[src/rtl/inst_mem_loader.sv]
// inst_mem_loader: fills instruction memory from a byte stream and
// holds the CPU in reset until a complete load session has been written.
module inst_mem_loader #(
    parameter int ADDR_W     = 8,
    parameter int DATA_W     = 32,
    parameter int MAX_WORDS  = 64,
    parameter bit BIG_ENDIAN = 1'b1
) (
    input  logic              clk_IML,
    input  logic              rst_IML,
    input  logic              start,
    input  logic [6:0]        word_count,
    input  logic [7:0]        byte_in,
    input  logic              byte_valid,
    output logic              byte_ready,
    output logic              wr_en,
    output logic [ADDR_W-1:0] wr_addr,
    output logic [DATA_W-1:0] wr_data,
    output logic              cpu_hold,
    output logic              busy,
    output logic              done,
    output logic              err
);

    localparam int IDX_W = ADDR_W - 2;

    typedef enum logic [1:0] {
        IDLE,
        RECV,
        WRITE,
        DONE
    } state_t;

    state_t             state;
    logic [6:0]         count;
    logic [IDX_W-1:0]   word_idx;
    logic [1:0]         byte_idx;
    logic [DATA_W-1:0]  assembled;
    logic [DATA_W-1:0]  asm_next;
    logic               accept;
    logic               legal;
    logic               last_word;

    assign accept    = byte_ready && byte_valid;
    assign legal     = (word_count != 7'd0) && (int'(word_count) <= MAX_WORDS);
    assign last_word = (7'(word_idx) == (count - 7'd1));

    // Shift the incoming byte into the partial word; after four
    // shifts the first byte sits in the lane chosen by BIG_ENDIAN.
    always_comb begin
        asm_next = assembled;
        if (BIG_ENDIAN) begin
            asm_next = {assembled[DATA_W-9:0], byte_in};
        end else begin
            asm_next = {byte_in, assembled[DATA_W-1:8]};
        end
    end

    // Session FSM with all outputs registered.
    always_ff @(posedge clk_IML) begin
        if (rst_IML) begin
            state      <= IDLE;
            count      <= '0;
            word_idx   <= '0;
            byte_idx   <= '0;
            assembled  <= '0;
            byte_ready <= 1'b0;
            wr_en      <= 1'b0;
            wr_addr    <= '0;
            wr_data    <= '0;
            cpu_hold   <= 1'b1;
            busy       <= 1'b0;
            done       <= 1'b0;
            err        <= 1'b0;
        end else begin
            wr_en <= 1'b0;
            done  <= 1'b0;
            unique case (state)
                IDLE: begin
                    if (start) begin
                        if (legal) begin
                            state      <= RECV;
                            count      <= word_count;
                            word_idx   <= '0;
                            byte_idx   <= '0;
                            err        <= 1'b0;
                            byte_ready <= 1'b1;
                            busy       <= 1'b1;
                            cpu_hold   <= 1'b1;
                        end else begin
                            err <= 1'b1;
                        end
                    end
                end
                RECV: begin
                    if (accept) begin
                        assembled <= asm_next;
                        byte_idx  <= byte_idx + 2'd1;
                        if (byte_idx == 2'd3) begin
                            state      <= WRITE;
                            byte_ready <= 1'b0;
                            wr_en      <= 1'b1;
                            wr_addr    <= {word_idx, 2'b00};
                            wr_data    <= asm_next;
                        end
                    end
                end
                WRITE: begin
                    if (last_word) begin
                        state <= DONE;
                        done  <= 1'b1;
                    end else begin
                        word_idx   <= word_idx + 1'b1;
                        state      <= RECV;
                        byte_ready <= 1'b1;
                    end
                end
                DONE: begin
                    state    <= IDLE;
                    busy     <= 1'b0;
                    cpu_hold <= 1'b0;
                end
                default: begin
                    state <= IDLE;
                end
            endcase
        end
    end

endmodule

[config.mk]
export PLATFORM = sky130hd
export DESIGN_NAME = inst_mem_loader
export DESIGN_NICKNAME = d
export VERILOG_FILES = /design/src/rtl/inst_mem_loader.sv
export SDC_FILE = /design/constraint.sdc
export NUM_CORES = 1
export LEC_CHECK = 0
export BUFFER_PORTS_ARGS = -buffer_cell sky130_fd_sc_hd__buf_2
export CAP_MARGIN = 20
export CORE_UTILIZATION = 36
export CTS_CLUSTER_DIAMETER = 60
export DETAILED_ROUTE_END_ITERATION = 8
export PLACE_DENSITY = 0.55
export SLEW_MARGIN = 20
export SYNTH_ARGS = -nofsm -noshare
export SYNTH_HDL_FRONTEND = slang
export SYNTH_SLANG_ARGS = --single-unit
[constraint.sdc]
create_clock -name clk_IML -period 2.6 [get_ports clk_IML]
set_input_delay 0.26 -clock clk_IML [delete_from_list [all_inputs] [get_ports clk_IML]]
set_output_delay 0.26 -clock clk_IML [all_outputs]
set_load 0.03 [all_outputs]
# Word-level counts from Yosys, hierarchy flattened
# Index checks and enable logic that the tools add are counted.
classes:
  shifts: 0
  n_mul: 0
  div: 0
  muxes: 24
  eq_ne: 10
  n_lt_le_gt_ge: 1
  reduce_logical: 19
  addsub: 3
  n_bitwise: 3
op_table:
  columns: ["cell", "count"]
  rows:
  - ["6-bit two-way mux", 3]
  - ["2-bit two-way mux", 8]
  - ["6-bit case mux with 2 select lines", 1]
  - ["4-bit AND reduction", 3]
  - ["2-bit != test (second input constant)", 5]
  - ["3-bit AND reduction", 3]
  - ["1-bit two-way mux", 8]
  - ["2-bit case mux with 4 select lines", 1]
  - ["6-bit by 7-bit equality test with 1-bit output", 1]
  - ["7-bit less-or-equal comparator (second input constant)", 1]
  - ["7-bit nonzero test", 1]
  - ["7-bit by 1-bit subtractor with 7-bit output (second input constant)", 1]
  - ["6-bit by 1-bit adder with 6-bit output (second input constant)", 1]
  - ["2-bit equality test (second input constant)", 3]
  - ["6-bit AND reduction", 1]
  - ["2-bit nonzero test", 3]
  - ["2-bit case mux with 2 select lines", 1]
  - ["2-bit AND reduction", 2]
  - ["1-bit inverter", 3]
  - ["1-bit case mux with 3 select lines", 1]
  - ["3-bit nonzero test", 1]
  - ["3-bit OR reduction", 1]
  - ["2-bit by 1-bit adder with 2-bit output (second input constant)", 1]
  - ["2-bit by 1-bit equality test with 1-bit output (second input constant)", 1]
  - ["4 further kinds", 5]
totals:
  memories: 0
  ram_bits: 0
  in_bits: 19
  regBits: 85
  romBits: 0
  elab_cells: 73
  latchBits: 0

# Depth between registers and ports, before layout
# Gate-level depths: netlist (run 1).
depth:
  word_depth: 5
  depth_mapped: 8
  ltp_nobuf: 8

# Least setup slack after synthesis (run 1)
# Ideal clock, no wire load.
synth_path:
  path_type: "flip-flop to flip-flop"
  from: "register count[0]"
  to: "register word_idx[2]"
  stages_incl_launch_ff: 9
  setup_time_ps: 116
  setup_slack_ps: 475
  arrival_time_ps: 2010
  n_path_buf: 0
  cell_sequence: "dfxtp_1 -> inv_1 -> ha_1 -> or3b_2 -> nor3_1 -> xnor2_1 -> a41oi_1 -> nor2b_2 -> a31o_1"
synth_via:
  elab_chain_cells: 4
synth_lines:
  columns: ["element", "line", "text"]
  rows:
  - ["start, declared", "35", "logic [6:0] count;"]
  - ["start signal, assigned", "83", "count <= word_count;"]
  - ["7-bit by 1-bit subtractor with 7-bit output", "46", "assign last_word = (7'(word_idx) == (count - 7'd1));"]
  - ["6-bit by 7-bit equality test with 1-bit output", "46", null]
  - ["2-bit != test (no line)", null, null]
  - ["4-bit AND reduction (no line)", null, null]
  - ["end signal, assigned", "113", "word_idx <= word_idx + 1'b1;"]
  - ["end, declared", "36", "logic [IDX_W-1:0] word_idx;"]
# Every way passes these cells.
# A chain may end at the register's enable or synchronous reset.

# Worst setup path in the final report (run 1)
layout_path:
  from: "register count[0]"
  to: "register word_idx[0]"
# The elaborated chain is that of the path after synthesis.

==> results by group, run 1 <==
Placed design
  • DP HPWL: 5315 µm
  • Placed cell areas: 3805 µm²
  • Placer Congestion: about 0.81
  • PortBufs: 62
  • Pre-CTS setup slack: 0.2249 ns

Pwr
  • Power Density: 604.5 nW/µm²
  • Combinational power share: just under 7%
  • Flop pwr share: about 55%
  • Pleak: 0.001589 µW
  • Clk network pwr share: between 30% and 40%
  • Switching pwr: between 600 and 700 µW
  • Switching Share: 24.86%
  • Final Power: 2422 µW
  • Max rail drop VDD: 0.2291 mV
  • Internal: between 1500 and 2000 µW

Global routing
  • First-pass GRT wire length: 12900 µm
  • Largest net degree at the start of global routing: 76
  • Vias in the first global route: 2641
  • Initial antenna violation count: 0
  • Gr ovfl total: 0
  • GRT Total Usage: 16.41%

Yosys
  • Mapped Area: 3401 µm²
  • FFs w/ async S/R, synth: 0%
  • Post-Synth XOR/XNOR Area: slightly above 2%
  • Number of synthesized flops with an enable pin: 0
  • Adder-cell share of the synthesized area: 1.104%
  • Mux contribution to synthesized area: 2.060%
  • Main combinational cell family by area after synthesis: simple AND/OR/NAND/NOR gates
  • Netlist cell types: 45
  • Compound-Gate Fraction of Synth Area: 16.59%
  • Syn Inst Count: about 420
  • Flops & latches, synth: 85
  • Prevailing post-synth register cell: dfxtp_1
  • Post-Synth Simple-Gate Area: 23.95%
  • Sequential area share after synthesis: 50.04%
  • Syn_area_per_cell: 8.040 µm²
  • YS warnings: 0

Route
  • WL per Instance: 12.97 µm
  • Wl on met1: just over 4000 µm
  • Wire length on met2: 3259 µm
  • DR WL met3: approximately 350 µm
  • Avg Vias per Cell: 4.966
  • Antenna Nets Post-Route: 0
  • 1st-pass router iterations: 6
  • Drt total wl: 7693 µm
  • DRC Markers: 1
  • Vias: 2945
  • Initial DRC count: 137
  • Uppermost layer routed: met4

Worst setup path
  • R2R cell count: 8
  • Worst path cell trace: inv_1, ha_1, or3b_2, nor3_1, xnor2_1, a41oi_2, nor2b_2, o32ai_1
  • Critical path arrival: 2.54 ns
  • Delay-heaviest family, CP: simple AND/OR/NAND/NOR gates
  • Worst r2r src: count[0]
  • Buf/Inv on CP: 1
  • Reg2Reg Setup Slack: approximately 0.32 ns
  • Worst setup SP type: register
  • Critical Path Stages: 8
  • CP startpoint: count[0]
  • Critical path's slowest cell: or3b_2
  • Worst path max stage delay: 0.48 ns
  • Worst path required time: 2.86 ns
  • CP endpoint: word_idx[0]
  • Critical path peak fanout: 6
  • Worst reg2reg endpoint: word_idx[0]
  • Setup CP Type: register to register
  • Setup crit end kind: register

Cells and area
  • Ant. Diodes: 0
  • Filler cell count: 970
  • Commonest non-fill, non-tap cell in the layout: nand2_1
  • Synth-to-layout area growth: 17.81%
  • Share of cells above drive strength 1: 20.54%
  • Most frequent cells in the layout: 143 x nand2_1, 85 x dfxtp_1, 71 x a21oi_1
  • Final net count: 500
  • Post-route cell area: 4006 µm²

Timing
  • Setup tns final: 0 ns
  • Clock skew: between 0.01 and 0.015 ns
  • Slew Limit Headroom: 50.15%
  • Fin. max-slew vios: 0
  • Maximum clock rate: between 400 and 500 MHz
  • Period utilisation layout: 87.84%
  • Post-route setup slack: around 0.32 ns
  • Final hold slack: 0.1476 ns
  • Final setup violating endpoints: 0
  • Pin slew with the least headroom to its limit: 0.7478 ns
  • RSZ-0062 raised after global routing: no
  • Final hold violations: 0
  • Final Critical Period: 2.284 ns

Clock tree
  • H-tree depth: 3
  • Clock-pin slew on the worst setup and hold paths: 0.09 ns
  • Max clock buf depth: 2
  • Setup Buffers After CTS: 0
  • CTS tree: built
  • CTS root buf: clkbuf_8
  • CTS Buf Count: 9
  • CTS Sinks: 85
  • Worst skew pair latency: between 0.3 and 0.4 ns

Worst hold path
  • WHS Path Cells: 3
  • Hold Crit Start: byte_in[4]
  • Hold Crit Class: input port to register

Outcome
  • Status: finished, violations left
  • Failing checks: DRC

Die
  • Core area: 9196 µm²
  • I/O pin cnt: 65
  • Num rows: 35
  • Die width: between 90 and 100 µm
  • Initial core utilization: 36.98%
  • Die ar.: 9840 µm²
  • Die height: 99.20 µm

Job
  • MaxCap Viol Count: 0
worst min-delay path, stage by stage:
cell and delay, ns:
buf_2 0.11, nand2_1 0.05, a21oi_1 0.05
flip-flops by register name (all words and copies together) (netlist names):
name        count
wr_en           1
byte_idx        2
count           7
err             1
busy            1
wr_addr         6
wr_data        32
byte_ready      1
done            1
word_idx        6
state           2
assembled      24
cpu_hold        1
worst min path at each step:
stage / endpoint / slack (ns)
floorplan: assembled[0] / 0.40
global placement: wr_data[1] / 0.44
detailed placement: cpu_hold / 0.44
CTS: assembled[2] / 0.14
global route: wr_data[0] / 0.13
finish: assembled[4] / 0.15
metal layers:
metal | GRT usage [%] | vias up
met3 | 2.952 | 5
met4 | 6.787 | 0
met5 | 0 | -
li1 | - | 1515
met2 | 23.56 | 73
met1 | 24.14 | 1352
power groups by stage:
stage	sequential (µW)	combinational, µW	clock [µW]
floorplan	1360	111	0
global placement	1360	163	0
detailed placement	1360	164	0
CTS	1330	165	960
global route	1330	184	1020
finish	1330	166	930
area by class of cell:
type | instances | area [µm²] | area share (%)
flip-flops and latches | 85 | 1702 | 42.47
well taps | 111 | 138.9 | 3.467
clock inverters | 6 | 70.07 | 1.749
inverters | 4 | 15.01 | 0.3748
repair buffers | 72 | 385.4 | 9.619
clock buffers | 9 | 123.9 | 3.092
multi-input cells | 306 | 1572 | 39.23
logic make-up after synthesis:
family	after synthesis
simple gates	192
fa+ha+maj	3
buf+inv	33
compound gates	94
flops	85
other cells	1
mux	7
xor+xnor	8
per-stage QoR:
| step | instances | utilization (%) |
|---|---|---|
| floorplan | 424 | - |
| global placement | 578 | 41.37 |
| detailed placement | 578 | 41.37 |
| CTS | 593 | 43.48 |
| global route | 593 | 43.56 |
| finish | 593 | 43.56 |
what timing repair did:
item / 4_1_cts / 5_1_grt
hold buffers: 0 / 0
setup endpoints to repair: 0 / 3
gates resized for setup: 0 / 1
synth_stat cells (2+ instances only):
cell type  number  share of area [%]
o32ai_1         2               0.52
nor3_1          4               0.59
mux2i_1         7                2.1
nand2_1       143                 16
or4_4           2               0.66
nand2b_1        7                1.3
nor2_1         18                2.0
buf_4           2               0.44
inv_1           4               0.44
o21ai_0         3               0.44
xnor2_1         7                1.8
buf_1           2               0.22
nand3_1         3               0.44
a31oi_1         5               0.92
nand4_1         2               0.37
dfxtp_1        85                 50
clkbuf_1       24                2.6
a21oi_1        71                 10
a21o_1          2               0.44
ha_1            3                1.1
nor2b_1         3               0.55
Power figures use the tool's default switching activity.
==> run 2: changes to the inputs <==
ABC_AREA = 1   (was default)
==> results by group, run 2 <==
Worst setup path
  • Delay-heaviest family, CP: buffers and inverters
  • Critical path peak fanout: 30
  • Worst path cell trace: inv_2, nor2_2, inv_2, nor2_4, buf_4, inv_1, o21ai_0, a21oi_1
  • Critical path arrival: 2.16 ns
  • Setup crit end kind: register
  • Worst setup SP type: register
  • Critical path's slowest cell: dfxtp_1
  • Buf/Inv on CP: 4
  • Worst path most repeated cell: inv_2
  • Worst path max stage delay: 0.44 ns
  • Setup CP Type: register to register
  • Worst path required time: 2.83 ns

Yosys
  • Post-Synth XOR/XNOR Area: 1.025%
  • Mapped Area: 3418 µm²
  • FFs w/ async S/R, synth: 0%
  • Compound-Gate Fraction of Synth Area: 14.31%
  • Netlist cell types: 30
  • Main combinational cell family by area after synthesis: simple AND/OR/NAND/NOR gates
  • Prevailing post-synth register cell: dfxtp_1
  • YS warnings: 0
  • Count leader, synth: dfxtp_1
  • Post-Synth Simple-Gate Area: 26.17%
  • Synth top cells by count: 85 x dfxtp_1, 82 x nand2_1, 81 x nor2_1
  • Mux contribution to synthesized area: 0%
  • Share of the synthesized area in the top cell type: 49.78%
  • Flops & latches, synth: 85
  • Adder-cell share of the synthesized area: under 10%
  • Syn Inst Count: roughly 460
  • Synth top area cells: dfxtp_1 50%, nand2_1 9.0%, nor2_1 8.9%, o21ai_0 7.3%, a21oi_1 5.6%
  • Syn_area_per_cell: about 7.5 µm²
  • Synth area leader: dfxtp_1
  • Number of synthesized flops with an enable pin: 0
  • Sequential area share after synthesis: 49.78%

Route
  • Vias: 3047
  • DRC Markers: 0
  • Drt total wl: 7948 µm
  • Antenna Nets Post-Route: 0
  • Initial DRC count: roughly 110
  • WL per Instance: 12.32 µm
  • 1st-pass router iterations: 7
  • Avg Vias per Cell: between 4 and 5

Cells and area
  • Filler cell count: around 980
  • Commonest non-fill, non-tap cell in the layout: dfxtp_1
  • Largest Register: wr_data
  • Synth-to-layout area growth: 17.17%
  • Final Instance Count excl. Fillers: between 600 and 700
  • Multi-input gate area: 1464 µm²
  • Number of flip-flops under the largest register name: 32
  • Most frequent cells in the layout: 85 x dfxtp_1, 82 x nand2_1, 81 x nor2_1
  • Final net count: 533
  • Biggest registers after layout: wr_data x32, assembled x24, count x7
  • Storage cell area: 1702 µm²
  • Share of cells above drive strength 1: 18.41%
  • Ant. Diodes: 0

Clock tree
  • CTS Buf Count: 9
  • Gates resized, CTS repair: 0
  • Worst skew pair latency: 0.36 ns
  • Max clock buf depth: 2
  • CTS root buf: clkbuf_8
  • CTS Sinks: 85
  • Clock-pin slew on the worst setup and hold paths: 0.10 ns
  • H-tree depth: 3
  • Setup Buffers After CTS: 0
  • CTS tree: built
  • Cts hold-fix bufs: 0

Global routing
  • Initial antenna violation count: 0
  • Largest net degree at the start of global routing: 68
  • First-pass GRT wire length: 13540 µm
  • Vias in the first global route: 2902
  • GRT Total Usage: about 17%
  • Gr ovfl total: 0

Pwr
  • Flop pwr share: 52.0%
  • Switching Share: between 20 and 30%
  • Pleak: 0.001890 µW
  • Max rail drop VDD: roughly 0.27 mV
  • Internal: 1893 µW
  • Clk network pwr share: between 30% and 40%
  • Switching pwr: approximately 740 µW
  • Combinational power share: 10.1%
  • Power Density: 656.1 nW/µm²

Timing
  • Final Critical Period: 1.938 ns
  • Maximum clock rate: 516.1 MHz
  • Final setup violating endpoints: 0
  • Setup tns final: 0 ns
  • Clock skew: 0.01561 ns
  • Period utilisation layout: 74.53%
  • Pin slew with the least headroom to its limit: 0.8158 ns
  • RSZ-0062 raised after global routing: no
  • Final hold slack: approximately 0.10 ns
  • Final hold violations: 0
  • Fin. max-slew vios: 0
  • Slew Limit Headroom: a little under half

Die
  • Die height: 99.45 µm
  • Die ar.: 9889 µm²
  • Die width: 99.45 µm
  • Core area: 9240 µm²
  • Num rows: 35
  • Initial core utilization: between 30% and 40%
  • I/O pin cnt: 65

Outcome
  • Status: finished clean

Placed design
  • PortBufs: 62
  • Placer Congestion: about 0.8
  • DP HPWL: 5501 µm
  • Inst Count DP: 629

Worst hold path
  • Hold Crit Class: input port to register

Job
  • MaxCap Viol Count: 0
run 2: changes by cell type after synthesis, sizes merged, moves of 27 or more:
cell,delta
nor2,+67
nand2,-59
o21ai,+54
a21oi,-33
inv,+30
nand3,+27
run 2: worst reg2reg max path, delay by kind of cell (launching register included):
kind	cells	cell delay, ns
AO/OA/AOI/OAI	2	0.41
buffers and inverters	4	0.75
flip-flops	1	0.44
AND/OR/NAND/NOR	2	0.23
run 2: cell type report:
cell class	count	area share (%)
flip-flops and latches	85	42.49
clock inverters	7	2.156
well taps	129	4.030
multi-input cells	315	36.55
repair buffers	66	8.497
clock buffers	9	3.093
inverters	34	3.186
run 2: cells by family (layout without fill, tap and decap cells):
kind of cell | Yosys count | after routing
buffers and inverters | 58 | 116
flip-flops | 85 | 85
AO/OA/AOI/OAI | 96 | 96
XOR/XNOR | 4 | 4
AND/OR/NAND/NOR | 210 | 210
other | 1 | 2
adder cells (fa/ha/maj) | 3 | 3
run 2: path summary, 6_finish.rpt:
| check | start | to | slack [ns] | cells after the start |
|---|---|---|---|---|
| max | state[0] | assembled[18] | 0.66 | 8 |
| min | byte_in[0] | wr_data[0] | 0.10 | 3 |
| max reg2reg | state[0] | assembled[18] | 0.66 | 8 |
| min reg2reg | byte_ready | byte_ready | 0.47 | 2 |
run 2: through the flow:
| step | power (µW) | setup WS, ns | util (%) | area (µm²) |
|---|---|---|---|---|
| 6_report | 2628 | 0.6622 | 43.34 | 4005 |
| 3_3_place_gp | 1659 | 0.7625 | 41.07 | 3795 |
| 3_5_place_dp | 1663 | 0.6470 | 41.07 | 3795 |
| 5_1_grt | 2766 | 0.3969 | 43.34 | 4005 |
| 4_1_cts | 2659 | 0.6544 | 43.34 | 4005 |
| 2_1_floorplan | 1593 | 1.060 | - | 3422 |
run 2: power groups by stage:
stage | clock [µW] | combinational (µW) | sequential [µW]
after floorplan | 0 | 191 | 1400
after global placement | 0 | 262 | 1400
after detailed placement | 0 | 266 | 1400
after CTS | 1020 | 267 | 1370
after global routing | 1080 | 310 | 1370
final | 995 | 266 | 1370
run 2: layer usage:
metal | wire, µm | vias up | track usage (%)
met4 | 178 | 0 | 7.919
met3 | 360 | 14 | 3.654
li1 | - | 1587 | -
met2 | 3493 | 59 | 26.34
met1 | 3915 | 1387 | 22.93
met5 | 0 | - | 0
==> run 3: changes to the inputs <==
ABC_AREA = 0   (was 1)
PLACE_DENSITY = 0.57   (was 0.55)
clock period = 1.6 ns   (was 2.6 ns; I/O delays follow)
==> results by group, run 3 (same netlist as run 1, synthesis figures left out) <==
Pwr
  • Pleak: 0.001884 µW
  • Final Power: between 3000 and 4000 µW
  • Power Density: between 800 and 900 nW/µm²
  • Max rail drop VDD: 0.3657 mV

Route
  • Antenna Nets Post-Route: 0
  • WL per Instance: 14.03 µm
  • Vias: 3148
  • DRC Markers: 0
  • 1st-pass router iterations: 4
  • Initial DRC count: 138
  • Avg Vias per Cell: 4.965
  • Drt total wl: 8894 µm

Worst setup path
  • Critical path peak fanout: 6
  • Worst reg2reg endpoint: word_idx[2]
  • Worst path required time: 1.86 ns
  • Critical path arrival: 2.23 ns
  • R2R cell count: 8
  • Buf/Inv on CP: 1
  • Worst path max stage delay: 0.39 ns
  • Worst r2r src: count[1]
  • Critical path's slowest cell: or3b_4
  • CP startpoint: count[1]
  • CP endpoint: word_idx[2]
  • Setup CP Type: register to register
  • Worst path cell trace: inv_2, ha_4, or3b_4, nor2_1, a32o_1, a41oi_2, nor2b_4, a31o_1
  • Setup crit end kind: register
  • Worst setup SP type: register
  • Reg2Reg Setup Slack: -0.37 ns
  • Critical Path Stages: 8
  • Delay-heaviest family, CP: simple AND/OR/NAND/NOR gates

Timing
  • Fin. max-slew vios: 0
  • Final hold violations: 0
  • Final Critical Period: 1.974 ns
  • Maximum clock rate: 506.6 MHz
  • Post-route setup slack: -0.3741 ns
  • RSZ-0062 raised after global routing: yes
  • Final setup violating endpoints: 15
  • Clock skew: 0.009271 ns
  • Period utilisation layout: 123.4%
  • Final hold slack: between 0.04 and 0.05 ns

Clock tree
  • CTS Buf Count: 9
  • H-tree depth: 3
  • CTS tree: built
  • CTS Sinks: 85
  • Worst skew pair latency: 0.36 ns
  • Cts hold-fix bufs: 0
  • CTS root buf: clkbuf_8
  • Max clock buf depth: 2
  • Clock-pin slew on the worst setup and hold paths: 0.09 ns

Global routing
  • Vias in the first global route: 2811
  • GRT Total Usage: 17.88%
  • Initial antenna violation count: 0
  • Gr ovfl total: 0
  • First-pass GRT wire length: 13850 µm
  • Largest net degree at the start of global routing: 71

Die
  • I/O pin cnt: 65
  • Num rows: 35
  • Die height: 99.20 µm
  • Die ar.: 9840 µm²
  • Core area: 9196 µm²
  • Initial core utilization: 36.98%
  • Die width: 99.20 µm

Worst hold path
  • Hold Crit Class: input port to register
  • WHS Path Cells: 3

Outcome
  • Failing checks: setup timing
  • Status: finished, violations left

Placed design
  • PortBufs: 62
  • Inst Count DP: 607
  • DP HPWL: 5492 µm
  • Pre-CTS setup slack: -0.5714 ns
  • Placer Congestion: roughly 0.80

Cells and area
  • Biggest registers after layout: wr_data x32, assembled x24, count x7
  • Commonest non-fill, non-tap cell in the layout: nand2_1
  • Final net count: 540
  • Ant. Diodes: 0
  • Largest Register: wr_data
  • Final Instance Count excl. Fillers: ~630
  • Number of flip-flops under the largest register name: 32
  • Most frequent cells in the layout: 141 x nand2_1, 82 x dfxtp_1, 70 x a21oi_1
  • Synth-to-layout area growth: 34.73%
  • Share of cells above drive strength 1: 30.21%

Job
  • MaxCap Viol Count: 0
-- run 3: cell types whose count changed in the layout (fill, tap and decap cells not counted), moves of 7 or more --
| cell | delta |
|---|---|
| o21ai_0 | -48 |
| buf_4 | +32 |
| a21oi_1 | +32 |
| buf_6 | +7 |
| nor2_1 | -63 |
| nand2_1 | +59 |
| nand2b_1 | +7 |
| inv_1 | -27 |
| mux2i_1 | +7 |
| nand3_1 | -27 |
-- run 3: worst min-delay path: cells and delay by family --
family                 cells  cell delay, ns
AO/OA/AOI/OAI              1            0.05
buffers and inverters      1            0.11
AND/OR/NAND/NOR            1            0.05
-- run 3: repair_timing --
item                       in CTS  in global routing
resized for setup              14                 14
buffers inserted                3                  3
cloned                          1                  4
setup endpoints to repair      59                 61
pin swaps                       7                  8
-- run 3: worst min path at each step --
stage	startpoint	end	slack (ns)
after floorplan	byte_in[0]	assembled[0]	0.30
after global placement	word_count[0]	count[0]	0.41
after detailed placement	word_count[0]	count[0]	0.42
after CTS	word_count[0]	count[0]	0.02
after global routing	byte_in[4]	assembled[4]	0.03
final	byte_in[7]	assembled[7]	0.04
-- run 3: stage by stage --
step	utilization (%)	setup TNS, ns	instance area (µm²)
finish	49.82	-2.971	4582
global route	49.82	-4.506	4582
CTS	48.23	-4.138	4436
detailed placement	44.80	-9.846	4120
global placement	44.80	-8.391	4120
floorplan	-	-10.40	3440
-- run 3: power by group --
part	internal [µW]	switching (µW)	total [µW]
registers	2130	22.1	2160
clock network	589	851	1440
logic	197	204	401
-- run 3: area by class of cell --
cell class                      instances  area, µm²
Timing Repair Buffer                  112      852.1
Clock inverter                          7      57.56
Clock buffer                            9      123.9
Sequential cell                        85       1708
Fill cell                             904       4614
Tap cell                              111      138.9
Multi-Input combinational cell        306       1687
Inverter                                4      15.01
-- run 3: routing by layer --
layer	global-route usage [%]	wire, µm	up-vias
met5	0	0	-
met4	7.579	133	0
met3	3.162	347	11
met2	26.90	3929	61
met1	25.25	4484	1477
li1	-	-	1599
